### config.mk
export PLATFORM = sky130hd
export DESIGN_NAME = data_array_arb
export DESIGN_NICKNAME = d
export VERILOG_FILES = /design/src/rtl/data_array_arb.sv
export SDC_FILE = /design/constraint.sdc
export NUM_CORES = 1
export LEC_CHECK = 0
export CELL_PAD_IN_SITES_DETAIL_PLACEMENT = 2
export CELL_PAD_IN_SITES_GLOBAL_PLACEMENT = 2
export CORE_AREA = 4 4 432 434
export DETAILED_ROUTE_END_ITERATION = 16
export DIE_AREA = 0 0 436 438
export GPL_TIMING_DRIVEN = 0
export PLACE_DENSITY_LB_ADDON = 0.1
export SYNTH_ARGS = -nofsm -noshare
export SYNTH_HDL_FRONTEND = slang
export SYNTH_SLANG_ARGS = --single-unit
### constraint.sdc
create_clock -name clk -period 2.8 [get_ports clk]
set_input_delay 0.56 -clock clk [delete_from_list [all_inputs] [get_ports clk]]
set_output_delay 0.56 -clock clk [all_outputs]
set_load 0.02 [all_outputs]
### src/rtl/data_array_arb.sv
`default_nettype none
// ============================================================================
// Module  : data_array_arb
// Purpose : Arbiter/sequencer sharing the single-ported data RAM between LSU
//           bank reads, refill line writes and two-beat writeback line reads.
//           Read and write never issue together; LSU is promoted after
//           STARVE_MAX consecutive lost cycles.
// Ports   : clk, rst (async, active-high)
//           lsu_req_*     - LSU one-bank read request / handshake
//           refill_req_*  - full-line refill write request / handshake
//           wb_req_*      - writeback line read request / handshake
//           lsu_rsp_valid_o, wb_rsp_valid_o, wb_rsp_beat_o - response strobes
//           rd_req_*, wr_req_* - array read / write port requests
// Revision: 1.0 - initial release
// ============================================================================
module data_array_arb #(
    parameter int CACHE_IDX_W  = 6,
    parameter int CACHE_BANK_N = 8,
    parameter int CACHE_WAY_N  = 4,
    parameter int CACHE_BANK_W = 64,
    parameter int STARVE_MAX   = 8
) (
    input  logic                                 clk,
    input  logic                                 rst,
    input  logic                                 lsu_req_valid_i,
    output logic                                 lsu_req_ready_o,
    input  logic [CACHE_IDX_W-1:0]               lsu_req_idx_i,
    input  logic [CACHE_BANK_N-1:0]              lsu_req_bank_i,
    input  logic                                 refill_req_valid_i,
    output logic                                 refill_req_ready_o,
    input  logic [CACHE_IDX_W-1:0]               refill_req_idx_i,
    input  logic [CACHE_WAY_N-1:0]               refill_req_way_i,
    input  logic [CACHE_BANK_W*CACHE_BANK_N-1:0] refill_req_data_i,
    input  logic                                 wb_req_valid_i,
    output logic                                 wb_req_ready_o,
    input  logic [CACHE_IDX_W-1:0]               wb_req_idx_i,
    input  logic [CACHE_WAY_N-1:0]               wb_req_way_i,
    output logic                                 lsu_rsp_valid_o,
    output logic                                 wb_rsp_valid_o,
    output logic                                 wb_rsp_beat_o,
    output logic                                 rd_req_valid_o,
    output logic [CACHE_IDX_W-1:0]               rd_req_idx_o,
    output logic [CACHE_BANK_N-1:0]              rd_req_bank_en_o,
    output logic [CACHE_WAY_N-1:0]               rd_req_way_o,
    output logic                                 wr_req_valid_o,
    output logic [CACHE_IDX_W-1:0]               wr_req_idx_o,
    output logic [CACHE_BANK_N-1:0]              wr_req_bank_en_o,
    output logic [CACHE_WAY_N-1:0]               wr_req_way_o,
    output logic [CACHE_BANK_W*CACHE_BANK_N-1:0] wr_req_data_o
);

    localparam int                CNT_W      = $clog2(STARVE_MAX + 1);
    localparam logic [CNT_W-1:0]  STARVE_LIM = CNT_W'(STARVE_MAX);
    localparam int                HALF_N     = CACHE_BANK_N / 2;
    localparam logic [CACHE_BANK_N-1:0] BEAT0_EN = {{HALF_N{1'b0}}, {HALF_N{1'b1}}};
    localparam logic [CACHE_BANK_N-1:0] BEAT1_EN = {{HALF_N{1'b1}}, {HALF_N{1'b0}}};

    localparam logic [0:0] S_IDLE  = 1'b0;
    localparam logic [0:0] S_WB_B1 = 1'b1;

    logic [0:0]             state_q, state_d;
    logic [CNT_W-1:0]       starve_cnt_q, starve_cnt_d;
    logic [CACHE_IDX_W-1:0] wb_idx_q;
    logic [CACHE_WAY_N-1:0] wb_way_q;
    logic                   lsu_rsp_q, wb_rsp_q, wb_beat_q;

    logic                   idle, in_b1, starve;
    logic                   lsu_gnt, refill_gnt, wb_gnt;

    // Arbitration is gated by rst so nothing is granted or issued while the
    // block is held in reset (outputs are combinational from the valids).
    assign idle   = (state_q == S_IDLE) && !rst;
    assign in_b1  = (state_q == S_WB_B1) && !rst;
    assign starve = (starve_cnt_q == STARVE_LIM);

    // Starved: LSU > refill > WB. Otherwise: refill > WB > LSU.
    assign lsu_gnt    = idle && lsu_req_valid_i &&
                        (starve || !(refill_req_valid_i || wb_req_valid_i));
    assign refill_gnt = idle && refill_req_valid_i && !(starve && lsu_req_valid_i);
    assign wb_gnt     = idle && wb_req_valid_i && !refill_req_valid_i &&
                        !(starve && lsu_req_valid_i);

    // ---------------- state register ----------------
    always_ff @(posedge clk or posedge rst) begin
        if (rst) begin
            state_q <= S_IDLE;
        end else begin
            state_q <= state_d;
        end
    end

    // ---------------- next-state logic ----------------
    always_comb begin
        state_d = state_q;
        case (state_q)
            S_IDLE:  if (wb_gnt) state_d = S_WB_B1;
            S_WB_B1: state_d = S_IDLE;   // second beat is never interrupted
            default: state_d = S_IDLE;
        endcase
    end

    // ---------------- output logic ----------------
    // Fields stay 0 whenever their valid is 0: the array ORs idx inputs.
    always_comb begin
        lsu_req_ready_o    = lsu_gnt;
        refill_req_ready_o = refill_gnt;
        wb_req_ready_o     = wb_gnt;
        rd_req_valid_o     = 1'b0;
        rd_req_idx_o       = '0;
        rd_req_bank_en_o   = '0;
        rd_req_way_o       = '0;
        wr_req_valid_o     = 1'b0;
        wr_req_idx_o       = '0;
        wr_req_bank_en_o   = '0;
        wr_req_way_o       = '0;
        wr_req_data_o      = '0;
        if (lsu_gnt) begin
            rd_req_valid_o   = 1'b1;
            rd_req_idx_o     = lsu_req_idx_i;
            rd_req_bank_en_o = lsu_req_bank_i;
            rd_req_way_o     = '1;
        end else if (wb_gnt) begin
            rd_req_valid_o   = 1'b1;
            rd_req_idx_o     = wb_req_idx_i;
            rd_req_bank_en_o = BEAT0_EN;
            rd_req_way_o     = wb_req_way_i;
        end else if (in_b1) begin
            rd_req_valid_o   = 1'b1;
            rd_req_idx_o     = wb_idx_q;
            rd_req_bank_en_o = BEAT1_EN;
            rd_req_way_o     = wb_way_q;
        end
        if (refill_gnt) begin
            wr_req_valid_o   = 1'b1;
            wr_req_idx_o     = refill_req_idx_i;
            wr_req_bank_en_o = '1;
            wr_req_way_o     = refill_req_way_i;
            wr_req_data_o    = refill_req_data_i;
        end
    end

    // Starvation counter: counts every cycle the LSU waits, saturating.
    always_comb begin
        starve_cnt_d = starve_cnt_q;
        if (!lsu_req_valid_i || lsu_gnt) begin
            starve_cnt_d = '0;
        end else if (!starve) begin
            starve_cnt_d = starve_cnt_q + 1'b1;
        end
    end

    always_ff @(posedge clk or posedge rst) begin
        if (rst) begin
            starve_cnt_q <= '0;
            wb_idx_q     <= '0;
            wb_way_q     <= '0;
            lsu_rsp_q    <= 1'b0;
            wb_rsp_q     <= 1'b0;
            wb_beat_q    <= 1'b0;
        end else begin
            starve_cnt_q <= starve_cnt_d;
            if (wb_gnt) begin
                wb_idx_q <= wb_req_idx_i;
                wb_way_q <= wb_req_way_i;
            end
            // Response strobes trail the issue by the 1-cycle RAM latency.
            lsu_rsp_q <= lsu_gnt;
            wb_rsp_q  <= wb_gnt || (state_q == S_WB_B1);
            wb_beat_q <= (state_q == S_WB_B1);
        end
    end

    assign lsu_rsp_valid_o = lsu_rsp_q;
    assign wb_rsp_valid_o  = wb_rsp_q;
    assign wb_rsp_beat_o   = wb_beat_q;

endmodule
`default_nettype wire

=== Word-level counts from Yosys, hierarchy flattened ===
Cells that the tools add are included.

* Bits in latches: 0
* Word-level logic and storage cells: 51
* Register bits after elaboration: 18
* Bits in read-only memories: 0
* Memories: 0
* Memory bits (writable): 0

* Eq/ne operators: 2
* Add/sub/neg operators: 1
* $lt $le $gt $ge: 0
* Mux-type cells: 21
* Bitwise gates (word level): 1
* Multiply operators: 0
* Reductions and logical operators: 19
* Shifts and indexed selects: 0
* Div/mod/pow operators: 0

{| class="wikitable"
|+ Operators by type and width
! kind !! number
|-
| two-way mux 512 bit || 1
|-
| two-way mux 8 bit || 4
|-
| two-way mux 4 bit || 6
|-
| two-way mux 6 bit || 4
|-
| logical AND 1 bit || 10
|-
| zero test 1 bit || 5
|-
| two-way mux 1 bit || 5
|-
| adder 4 x 1 -> 4 bit (second input constant) || 1
|-
| == test 4 bit (second input constant) || 1
|-
| logical OR 1 bit || 4
|-
| != test 2 x 1 -> 1 bit (second input constant) || 1
|-
| case mux 1 bit (2 select lines) || 1
|-
| NOT 1 bit || 1
|}

=== Depth between registers and ports, before layout ===
Gate-level depths: netlist of the first run.

* Depth after elaboration: 7
* Mapped depth: 8
* Gate-level depth less buffers: 5

=== Worst setup path before layout of the first run ===
OpenSTA, ideal clock, no wires.

* Path kind: register to output
* Start: register starve_cnt_q[0]
* End: output port wr_req_data_o[510]
* Buffers on the path: 2
* Cell stages (with the launch flop): 8
* Setup slack: 0.348 ns
* Arrival: 1.892 ns
* Cell sequence: dfrtp_1 -> inv_1 -> ha_1 -> nand4b_1 -> and3_1 -> buf_6 -> clkbuf_1 -> and2_1

* Cells in the longest elaborated chain, start to end: 5

{| class="wikitable"
|+ RTL lines
! item !! RTL line !! RTL
|-
| start: declaration || 62 || <nowiki>logic [CNT_W-1:0] starve_cnt_q, starve_cnt_d;</nowiki>
|-
| start signal: assignment || 161 || <nowiki>starve_cnt_q <= starve_cnt_d;</nowiki>
|-
| == test 4 bit || 74 || <nowiki>assign starve = (starve_cnt_q == STARVE_LIM);</nowiki>
|-
| logical AND 1 bit || 79 || <nowiki>assign refill_gnt = idle && refill_req_valid_i && !(starve && lsu_req_valid_i);</nowiki>
|-
| zero test 1 bit || 79 ||
|-
| logical AND 1 bit || 79 ||
|-
| named net refill_req_ready_o || 30 || <nowiki>output logic refill_req_ready_o,</nowiki>
|-
| two-way mux 512 bit || 133 || <nowiki>if (refill_gnt) begin</nowiki>
|-
| end: declaration || 49 || <nowiki>output logic [CACHE_BANK_W*CACHE_BANK_N-1:0] wr_req_data_o</nowiki>
|}

The timed path passes the listed nets, and every way through them passes these cells.

=== Worst setup path after layout of the first run ===
* Start: register starve_cnt_q[0]
* End: output port wr_req_data_o[469]

* Cells in the longest elaborated chain, start to end: 5

{| class="wikitable"
|+ RTL lines
! item !! RTL line
|-
| == test 4 bit || 74
|-
| logical AND 1 bit || 79
|-
| zero test 1 bit || 79
|-
| logical AND 1 bit || 79
|-
| two-way mux 512 bit || 133
|}

Every way passes these cells.

==> results.md, run 1 <==
* Worst-margin pin slew at 0.8831 ns
* DRT Pass-1 Iters at 4
* Syn Std Cell Area at 4663 um2
* Last weighted congestion value of the routability-driven placer at about 0.82
* Setup TNS at -4.853 ns
* Required time of the worst setup path at 2.24 ns
* Reg-to-reg slack, setup at 0.68 ns
* Synth Net Count at about 1200
* Switching Fraction at roughly 40%
* Number of instances in the synthesized netlist at 674
* Total detailed-routing wirelength at about 120000 um
* Number of distinct library cell variants in the gate-level netlist after synthesis at 30
* Final critical path time including I/O delays and setup at 2.935 ns
* Die span in x at 436 um
* Post-CTS Hold Fix Bufs at 0
* Remaining antenna violation count after routing at 0
* Pins Over Slew Limit at 0
* Kind of critical path: register to primary output
* Via count of the routed design at 9945
* Cts bufs inserted at 3
* Top fanout value on the critical path at 6
* Worst hold slack at 0.5092 ns
* Post-synth EDFFs at 0
* Flip-flop and latch count after synthesis at 18
* Global-route wire length before repair at 143800 um
* Total grt overflow at 0
* Smallest setup slack after layout at -0.1348 ns
* CORE AREA at between 150000 and 200000 um2
* Area growth from synthesis to layout at 388.6%
* Data arrival time at the worst-slack endpoint at 2.37 ns
* HPWL Detailed at approximately 100000 um
* CTS root buffer: sky130_fd_sc_hd__clkbuf_16
* Synth warnings at 0
* Synthesized area per cell at 6.919 um2
* Wirelength per Cell at 27.36 um
* Relative contribution of sequential cells to total power at 7.6%
* Result of the run: finished with violations
* Path class of the lowest-slack min-delay path: register to register
* Starting density of the core at 2.553%
* Total chip power at ~4.2 mW
* Skew-Pair Late Insertion Delay at 0.26 ns
* Relative slew slack at between 40% and 50%
* Via density per instance at 2.302
* Post-route DRC at 0
* Number of global-route vias before repair at 11225
* Setup Viol. Count Final at 80
* IO buf count at 1106
* Initial antenna violation count at 46
* Leakage power summed over all cells at roughly 9.8 nW
* Proportion of power drawn by combinational gates at 84.4%
* Worst-path clk slew at approximately 0.06 ns
* Count of boundary I/O pins at 1107
* Max-Cap Viols at 0
* Asr flop ratio synth at 100.0%
* Largest net degree at the start of global routing at 19
* Fraction of layout instances using a drive strength above 1 at 61.41%
* Total global-route track usage at 11.63%
* Number of filler instances in the final layout at 21182
* Clock tree from TritonCTS: built
* Num Clock Sinks at 18
* Net switching power figure at 1.650 mW
* Category of the worst setup path launch point: register
* Power per standard cell area at around 190 nW/um2
* Max IR drop VDD at 158.3 uV
* Net total in the final layout at 2482
* Overall die height at around 440 um
* Internal at ~2.6 mW
* Area enclosed by the die boundary at 191000 um2
* Worst clock skew at 0.004784 ns
* Maximum clock frequency at 340.7 MHz
* Kind of end point of the critical path: primary output
* Sequential cell area fraction in the yosys report at 9.659%
* Primary flip-flop cell chosen by synthesis mapping: sky130_fd_sc_hd__dfrtp_1
* Setup repair after global routing missed its margin: true
* Clock Power Share at 8.1%
* Violations in the final reports: setup timing
* CTS H-Tree Depth at 1
* Row Count at ~160
* Number of buffers on the longest clock path at 2
* DRT iter0 DRCs at 207
* Number of hold violations in the final report at 0
* Share of the clock period used by the worst path after layout at 104.8%
==> per-stage QoR <==
step	std cells	util (%)	setup slack [ns]	cell area, um2
after floorplan	674	-	0.3483	4663
after global placement	4165	10.25	-1.651	18720
after detailed placement	4165	10.25	-1.679	18720
after CTS	4311	12.27	-0.3986	22410
after global routing	4313	12.46	-0.1890	22770
final	4320	12.47	-0.1348	22780
==> area by class of cell <==
cell class	instances	area, um2	share of cell area [%]
tap	2385	2984	13.10
inverter	4	15.01	0.06590
buffer	57	1061	4.657
clock buffer	4	88.84	0.3899
timing repair buffer	1266	13390	58.77
sequential	18	450.4	1.977
antenna	7	17.52	0.07689
multi-input combinational	579	4777	20.97
==> cells by family (layout without fill, tap and decap cells) <==
logic type      count (synthesis)  after routing  synth area share, %
other cells                     0              7                    0
xor+xnor                        3              3               0.5636
compound gates                 19             19                4.106
flops                          18             18                9.659
fa+ha+maj                       2              2               0.5365
simple gates                  544            544                73.36
buf+inv                        77           1331                9.149
mux                            11             11                2.630
==> worst max-delay path, cell delays in order, from the launching register on <==
cell and delay [ns]:
sky130_fd_sc_hd__dfrtp_1 0.39, sky130_fd_sc_hd__inv_2 0.07, sky130_fd_sc_hd__ha_4 0.13, sky130_fd_sc_hd__nand4b_1 0.14
sky130_fd_sc_hd__and3_4 0.24, sky130_fd_sc_hd__buf_12 0.14, sky130_fd_sc_hd__buf_12 0.14, sky130_fd_sc_hd__buf_12 0.14
sky130_fd_sc_hd__buf_8 0.13, sky130_fd_sc_hd__clkbuf_16 0.15, sky130_fd_sc_hd__buf_12 0.12, sky130_fd_sc_hd__and2_4 0.15
sky130_fd_sc_hd__buf_6 0.13
==> synth_stat cells, drive strengths merged (2+ instances only) <==
master | number | area share [%]
buf | 20 | 3.5
a221o | 10 | 2.1
ha | 2 | 0.54
a21o | 8 | 1.4
and4b | 2 | 0.46
or2 | 2 | 0.32
dfrtp | 18 | 9.7
clkbuf | 53 | 5.3
mux2 | 10 | 2.4
xor2 | 2 | 0.38
and2 | 528 | 71
inv | 4 | 0.32
nor3 | 4 | 0.43
==> what timing repair did <==
action | in CTS | in global routing
setup endpoints to repair | 553 | 550
setup buffers | 103 | 36
gates cloned | 40 | 5
resized for setup | 3589 | 493
pin swaps | 110 | 131
==> registers in the layout, summed over array words and instances (netlist names) <==
name             cells
wb_idx_q             6
wb_rsp_valid_o       1
lsu_rsp_valid_o      1
wb_rsp_beat_o        1
state_q              1
wb_way_q             4
starve_cnt_q         4
==> routing by layer <==
metal | part of all wire (%) | vias up | global-route usage (%) | routed length [um]
li1 | - | 4545 | - | -
met1 | 38 | 4767 | 13.05 | 44930
met2 | 52 | 542 | 21.96 | 61990
met3 | 9.0 | 89 | 4.360 | 10590
met4 | 0.58 | 2 | 0.2115 | 682
met5 | 0.011 | - | 0 | 13
==> power groups by stage <==
| stage | combinational (mW) | sequential [mW] | clock [mW] |
|---|---|---|---|
| 2_1_floorplan | 0.852 | 0.319 | 0 |
| 3_3_place_gp | 2.79 | 0.322 | 0 |
| 3_5_place_dp | 2.78 | 0.327 | 0 |
| 4_1_cts | 3.53 | 0.319 | 0.373 |
| 5_1_grt | 3.77 | 0.324 | 0.373 |
| 6_report | 3.56 | 0.319 | 0.341 |
==> path summary, 6_finish.rpt <==
check                                start                  to  depth (start not counted)
min in group asynchronous              rst       wb_rsp_beat_o                          2
max reg2reg                starve_cnt_q[0]      wb_rsp_valid_o                         10
max                        starve_cnt_q[0]  wr_req_data_o[469]                         12
max in group asynchronous              rst     starve_cnt_q[2]                          2
min                            wb_idx_q[0]         wb_idx_q[0]                          1
min reg2reg                    wb_idx_q[0]         wb_idx_q[0]                          1
==> layout by cell type (no fill, tap or decap), types with 2 or more instances in the layout <==
| master | Yosys | layout |
|---|---|---|
| sky130_fd_sc_hd__inv_1 | 4 | 2 |
| sky130_fd_sc_hd__a221o_1 | 10 | 10 |
| sky130_fd_sc_hd__nor3_1 | 4 | 4 |
| sky130_fd_sc_hd__dlymetal6s2s_1 | 0 | 2 |
| sky130_fd_sc_hd__a21o_1 | 5 | 5 |
| sky130_fd_sc_hd__and2_4 | 0 | 385 |
| sky130_fd_sc_hd__diode_2 | 0 | 7 |
| sky130_fd_sc_hd__buf_8 | 0 | 72 |
| sky130_fd_sc_hd__and4b_2 | 1 | 2 |
| sky130_fd_sc_hd__buf_16 | 0 | 6 |
| sky130_fd_sc_hd__and2_1 | 528 | 143 |
| sky130_fd_sc_hd__inv_2 | 0 | 2 |
| sky130_fd_sc_hd__clkbuf_16 | 0 | 35 |
| sky130_fd_sc_hd__dfrtp_1 | 18 | 18 |
| sky130_fd_sc_hd__buf_2 | 4 | 40 |
| sky130_fd_sc_hd__xor2_1 | 2 | 2 |
| sky130_fd_sc_hd__buf_6 | 6 | 450 |
| sky130_fd_sc_hd__a21o_2 | 3 | 3 |
| sky130_fd_sc_hd__buf_12 | 0 | 32 |
| sky130_fd_sc_hd__dlygate4sd2_1 | 0 | 3 |
| sky130_fd_sc_hd__clkbuf_8 | 0 | 11 |
| sky130_fd_sc_hd__buf_4 | 10 | 70 |
| sky130_fd_sc_hd__clkdlybuf4s50_1 | 0 | 549 |
| sky130_fd_sc_hd__mux2_2 | 10 | 10 |
| sky130_fd_sc_hd__clkbuf_2 | 40 | 57 |
(Power assumes the default switching activity.)
==> inputs of run 2 (changes only) <==
--- a/config.mk
+++ b/config.mk
@@ -5,11 +5,12 @@
 export SDC_FILE = /design/constraint.sdc
 export NUM_CORES = 1
 export LEC_CHECK = 0
+export ABC_AREA = 1
 export CELL_PAD_IN_SITES_DETAIL_PLACEMENT = 2
 export CELL_PAD_IN_SITES_GLOBAL_PLACEMENT = 2
-export CORE_AREA = 4 4 432 434
+export CORE_AREA = 4 4 426 428
 export DETAILED_ROUTE_END_ITERATION = 16
-export DIE_AREA = 0 0 436 438
+export DIE_AREA = 0 0 430 432
 export GPL_TIMING_DRIVEN = 0
 export PLACE_DENSITY_LB_ADDON = 0.1
 export SYNTH_ARGS = -nofsm -noshare
==> run 2 against run 1 <==
- combinational power decreased by 12%
- sequential power decreased by 2%
- synthesized cell count increased by 85%
- worst setup slack improved by 0.10 ns
- global-route usage decreased by 0.38 points
- the flow still finishes with violations (setup timing)
- highest routed layer is now met4
- first-iteration DRC count increased by 26%
- register-to-register slack improved by 0.36 ns
- largest power group unchanged
- core utilization decreased by 0.93 points
==> results.md, run 2 <==
* Slowest stage cell on the critical path: sky130_fd_sc_hd__dfrtp_1
* Setup repair after global routing missed its margin: true
* Post-CTS Hold Fix Bufs at 0 (unchanged)
* Area used by multi-input combinational logic at 3473 um2 (-27%)
* Final Instance Area at 20520 um2 (-9.9%)
* Wire length on met1 at 39150 um (-13%)
* Fraction of the mapped netlist area in adder cells at 0.4610% (-0.076 points)
* Worst clock skew at 0.001750 ns (-0.003034 ns)
* Most area-hungry cell type in the Yosys netlist: sky130_fd_sc_hd__inv_1
* DRT iter0 DRCs at 261 (+26%)
* Fraction of layout instances using a drive strength above 1 at 35.76% (-26 points)
* Total detailed-routing wirelength at 112200 um (-5.1%)
* Asr flop ratio synth at 100.0% (unchanged)
* Most numerous cell types in the synthesized netlist: sky130_fd_sc_hd__inv_1, sky130_fd_sc_hd__nor2_1, sky130_fd_sc_hd__nand2_1, sky130_fd_sc_hd__buf_4, sky130_fd_sc_hd__nand3_1
* Largest net degree at the start of global routing at 19 (unchanged)
* Top post-synthesis cells by area: sky130_fd_sc_hd__inv_1, sky130_fd_sc_hd__nor2_1, sky130_fd_sc_hd__dfrtp_1
* Fraction of the mapped netlist area in simple logic gates at 43.52% (-30 points)
* Post-synth EDFFs at 0 (unchanged)
* Cts bufs inserted at 3 (unchanged)
* Register ranked first by flip-flop count: wb_idx_q
* Row Count at 155 (-1.3%)
* Buffers & Inverters on Critical Path at 8 (unchanged)
* Count of boundary I/O pins at 1107 (unchanged)
* Top-area cell type share of the netlist area at 36.93% (-34 points)
* Skew-Pair Late Insertion Delay at 0.26 ns (about the same)
* Kind of end point of the critical path: primary output
* Number of hold violations in the final report at 0 (unchanged)
* Top fanout value on the critical path at 10 (+4)
* Inst Count DP at 4708 (+13%)
* Worst-path clk slew at 0.06 ns (about the same)
* Area growth from synthesis to layout at 278.1%
* Overall die height at 432 um (-1.4%)
* CTS root buffer: sky130_fd_sc_hd__clkbuf_16
* Wire length on met3 at 7662 um (-28%)
* Number of buffers on the longest clock path at 2 (unchanged)
* Fraction of the mapped netlist area in compound gates at 0% (-4.1 points)
* Final cell utilization of the core at 11.54% (-0.93 points)
* Path class of the lowest-slack min-delay path: register to register
* Data arrival time at the worst-slack endpoint at 2.27 ns (-0.10 ns)
* CTS H-Tree Depth at 1 (unchanged)
* Max IR drop VDD at 152.3 uV (-3.8%)
* Routed length on met2 at 64660 um (+4.3%)
* Net total in the final layout at 2971 (+20%)
* Dominant combinational cell family by area after synthesis: buffers and inverters
* Smallest setup slack after layout at -0.03344 ns (+0.1014 ns)
* Multiplexer share of the synthesized area at 0% (-2.6 points)
* Sequential cell area fraction in the yosys report at 8.299% (-1.4 points)
* Layout Cells excl Fill at 4776 (+11%)
* Power per standard cell area at 182.4 nW/um2 (-1.5%)
* Category of the worst setup path launch point: register
* Area after DPL at 19440 um2 (+3.9%)
* Top library cells by usage in the layout, fill and taps aside: sky130_fd_sc_hd__clkdlybuf4s50_1, sky130_fd_sc_hd__inv_1, sky130_fd_sc_hd__nor2_1
* Leading cell type in the layout, fill and taps excluded: sky130_fd_sc_hd__clkdlybuf4s50_1
* Clock tree from TritonCTS: built
* Synth Net Count at 1800 (+47%)
* Max-Cap Viols at 0 (unchanged)
* Starting density of the core at 3.052% (+0.50 points)
* Post-route DRC at 0 (unchanged)
* Most numerous cell on the critical path: sky130_fd_sc_hd__buf_12
* Number of distinct library cell variants in the gate-level netlist after synthesis at 17 (-43%)
* Library cell with the highest instance count after synthesis: sky130_fd_sc_hd__inv_1
* Syn Std Cell Area at 5428 um2 (+16%)
* Via density per instance at 2.391 (+3.9%)
* Share of the clock period used by the worst path after layout at 101.2% (-3.6 points)
* Remaining antenna violation count after routing at 0 (unchanged)
* Via count of the routed design at 11419 (+15%)
* Number of global-route vias before repair at 12494 (+11%)
* Global-route wire length before repair at 138600 um (-3.6%)
* Area enclosed by the die boundary at 185800 um2 (-2.7%)
* Setup Viol. Count Final at 30 (-63%)
* Worst hold slack at 0.3960 ns (-0.1132 ns)
* Pins Over Slew Limit at 0 (unchanged)
* Final critical path time including I/O delays and setup at 2.833 ns (-0.1014 ns)
* Setup TNS at -0.3053 ns (+4.548 ns)
* Leakage power summed over all cells at 10.86 nW (+11%)
* Last weighted congestion value of the routability-driven placer at 0.8238 (about the same)
* Worst-path cell chain: inv_2 -> ha_4 -> nand4_1 -> nand3_4 -> buf_16 -> buf_12 -> buf_12 -> buf_4 -> buf_12 -> buf_16 -> nor2_4 -> buf_6
* DRT Pass-1 Iters at 4 (unchanged)
* Critical path's top delay family: buffers and inverters
* Die span in x at 430 um (-1.4%)
* Highest routed metal layer: met4
* Result of the run: finished with violations
* Worst path max stage delay at 0.37 ns (-0.02 ns)
* Total grt overflow at 0 (unchanged)
* Synthesized area per cell at 4.353 um2 (-37%)
* Biggest registers after layout: wb_idx_q x6, starve_cnt_q x4, wb_way_q x4
* Flip-flop and latch count after synthesis at 18 (unchanged)
* Number of instances in the synthesized netlist at 1247 (+85%)
* Worst-margin pin slew at 0.3803 ns (-0.5028 ns)
* Parity-gate share of the synthesized area counting xor and xnor cells at 0.3227% (-0.24 points)
* Synth warnings at 0 (unchanged)
* Required time of the worst setup path at 2.24 ns (about the same)
* CORE AREA at 177800 um2 (-2.7%)
* Num Clock Sinks at 18 (unchanged)
* Flip-flop and latch area at 450.4 um2 (unchanged)
* IO buf count at 1106 (unchanged)
* Wirelength per Cell at 23.49 um (-14%)
* HPWL Detailed at 102700 um (-1.3%)
* Maximum clock frequency at 352.9 MHz (+3.6%)
* Kind of critical path: register to primary output
* Number of filler instances in the final layout at 21116 (-0.31%)
* Violations in the final reports: setup timing
* Max FFs per register at 6 (unchanged)
* Primary flip-flop cell chosen by synthesis mapping: sky130_fd_sc_hd__dfrtp_1
* Total global-route track usage at 11.26% (-0.38 points)
* Relative slew slack at 74.57% (+34 points)
* Initial antenna violation count at 40 (-13%)
==> run 2: cell types whose count changed after synthesis, moves of 10 or more <==
cell,change
sky130_fd_sc_hd__buf_4,+37
sky130_fd_sc_hd__clkbuf_2,-40
sky130_fd_sc_hd__a221o_1,-10
sky130_fd_sc_hd__inv_1,+530
sky130_fd_sc_hd__mux2_2,-10
sky130_fd_sc_hd__nand2_1,+66
sky130_fd_sc_hd__nor2_1,+525
sky130_fd_sc_hd__and2_1,-528
sky130_fd_sc_hd__clkbuf_1,-12
sky130_fd_sc_hd__nand3_1,+19
==> run 2: metal layers <==
layer | track usage [%] | up-vias
met4 | 0.4373 | 0
met5 | 0 | -
met2 | 23.18 | 389
met3 | 3.143 | 74
li1 | - | 5530
met1 | 11.66 | 5426
==> run 2: report_power, final <==
part | leakage (nW) | switching, mW | internal, mW
Combinational | 10.6 | 1.61 | 1.51
Sequential | 0.232 | 0.0192 | 0.293
Clock | 0.0370 | 0.124 | 0.189
Total | 10.9 | 1.75 | 1.99
==> run 2: final timing paths <==
path,from,end,slack (ns),cells after the start
min in group asynchronous,rst,wb_rsp_valid_o,0.53,3
max,starve_cnt_q[1],wr_req_data_o[327],-0.03,12
min,state_q,wb_rsp_beat_o,0.40,0
max reg2reg,starve_cnt_q[1],wb_idx_q[0],1.04,10
max in group asynchronous,rst,starve_cnt_q[2],2.04,3
min reg2reg,state_q,wb_rsp_beat_o,0.40,0
==> run 2: cell type report <==
cell class	count	area share [%]
repair buffers	1170	51.14
multi-input cells	623	16.93
well taps	2355	14.36
inverters	536	9.975
plain buffers	65	4.939
flip-flops and latches	18	2.195
clock buffers	3	0.3658
diodes	5	0.06097
repair inverters	1	0.03658
==> run 2: worst reg2reg max path: stages (launching register included) <==
cell	delay (ns)
sky130_fd_sc_hd__dfrtp_1	0.40
sky130_fd_sc_hd__inv_2	0.08
sky130_fd_sc_hd__ha_4	0.13
sky130_fd_sc_hd__nand4_1	0.19
sky130_fd_sc_hd__buf_4	0.19
sky130_fd_sc_hd__buf_4	0.13
sky130_fd_sc_hd__nand2_4	0.12
sky130_fd_sc_hd__inv_1	0.08
sky130_fd_sc_hd__buf_6	0.15
sky130_fd_sc_hd__nand2_1	0.11
sky130_fd_sc_hd__nand2_1	0.06
==> run 2: logic make-up after synthesis <==
kind of cell / Yosys count
XOR/XNOR: 2
AND/OR/NAND/NOR: 619
adder cells (fa/ha/maj): 2
flip-flops: 18
buffers and inverters: 606
==> run 2: repair_timing <==
| action | 4_1_cts | 5_1_grt |
|---|---|---|
| pin swaps | 8 | 16 |
| cloned | 12 | 6 |
| gates resized for setup | 2380 | 927 |
| setup endpoints to repair | 567 | 448 |
| setup buffers | 38 | 13 |
==> run 2: stage by stage <==
step / power (mW) / setup WS, ns
floorplan: 1.257 / 0.2167
global placement: 3.208 / -1.869
detailed placement: 3.220 / -1.905
CTS: 3.649 / -0.1782
global route: 4.018 / -0.1734
finish: 3.744 / -0.03344
==> inputs of run 3 (changes only) <==
--- a/config.mk
+++ b/config.mk
@@ -9,10 +9,12 @@
 export CELL_PAD_IN_SITES_DETAIL_PLACEMENT = 2
 export CELL_PAD_IN_SITES_GLOBAL_PLACEMENT = 2
 export CORE_AREA = 4 4 426 428
+export CTS_CLUSTER_DIAMETER = 80
 export DETAILED_ROUTE_END_ITERATION = 16
 export DIE_AREA = 0 0 430 432
 export GPL_TIMING_DRIVEN = 0
 export PLACE_DENSITY_LB_ADDON = 0.1
+export SLEW_MARGIN = 20
 export SYNTH_ARGS = -nofsm -noshare
 export SYNTH_HDL_FRONTEND = slang
 export SYNTH_SLANG_ARGS = --single-unit
==> results of run 3 <==
The final DEF is identical to that of run 2; final timing and power are the same.
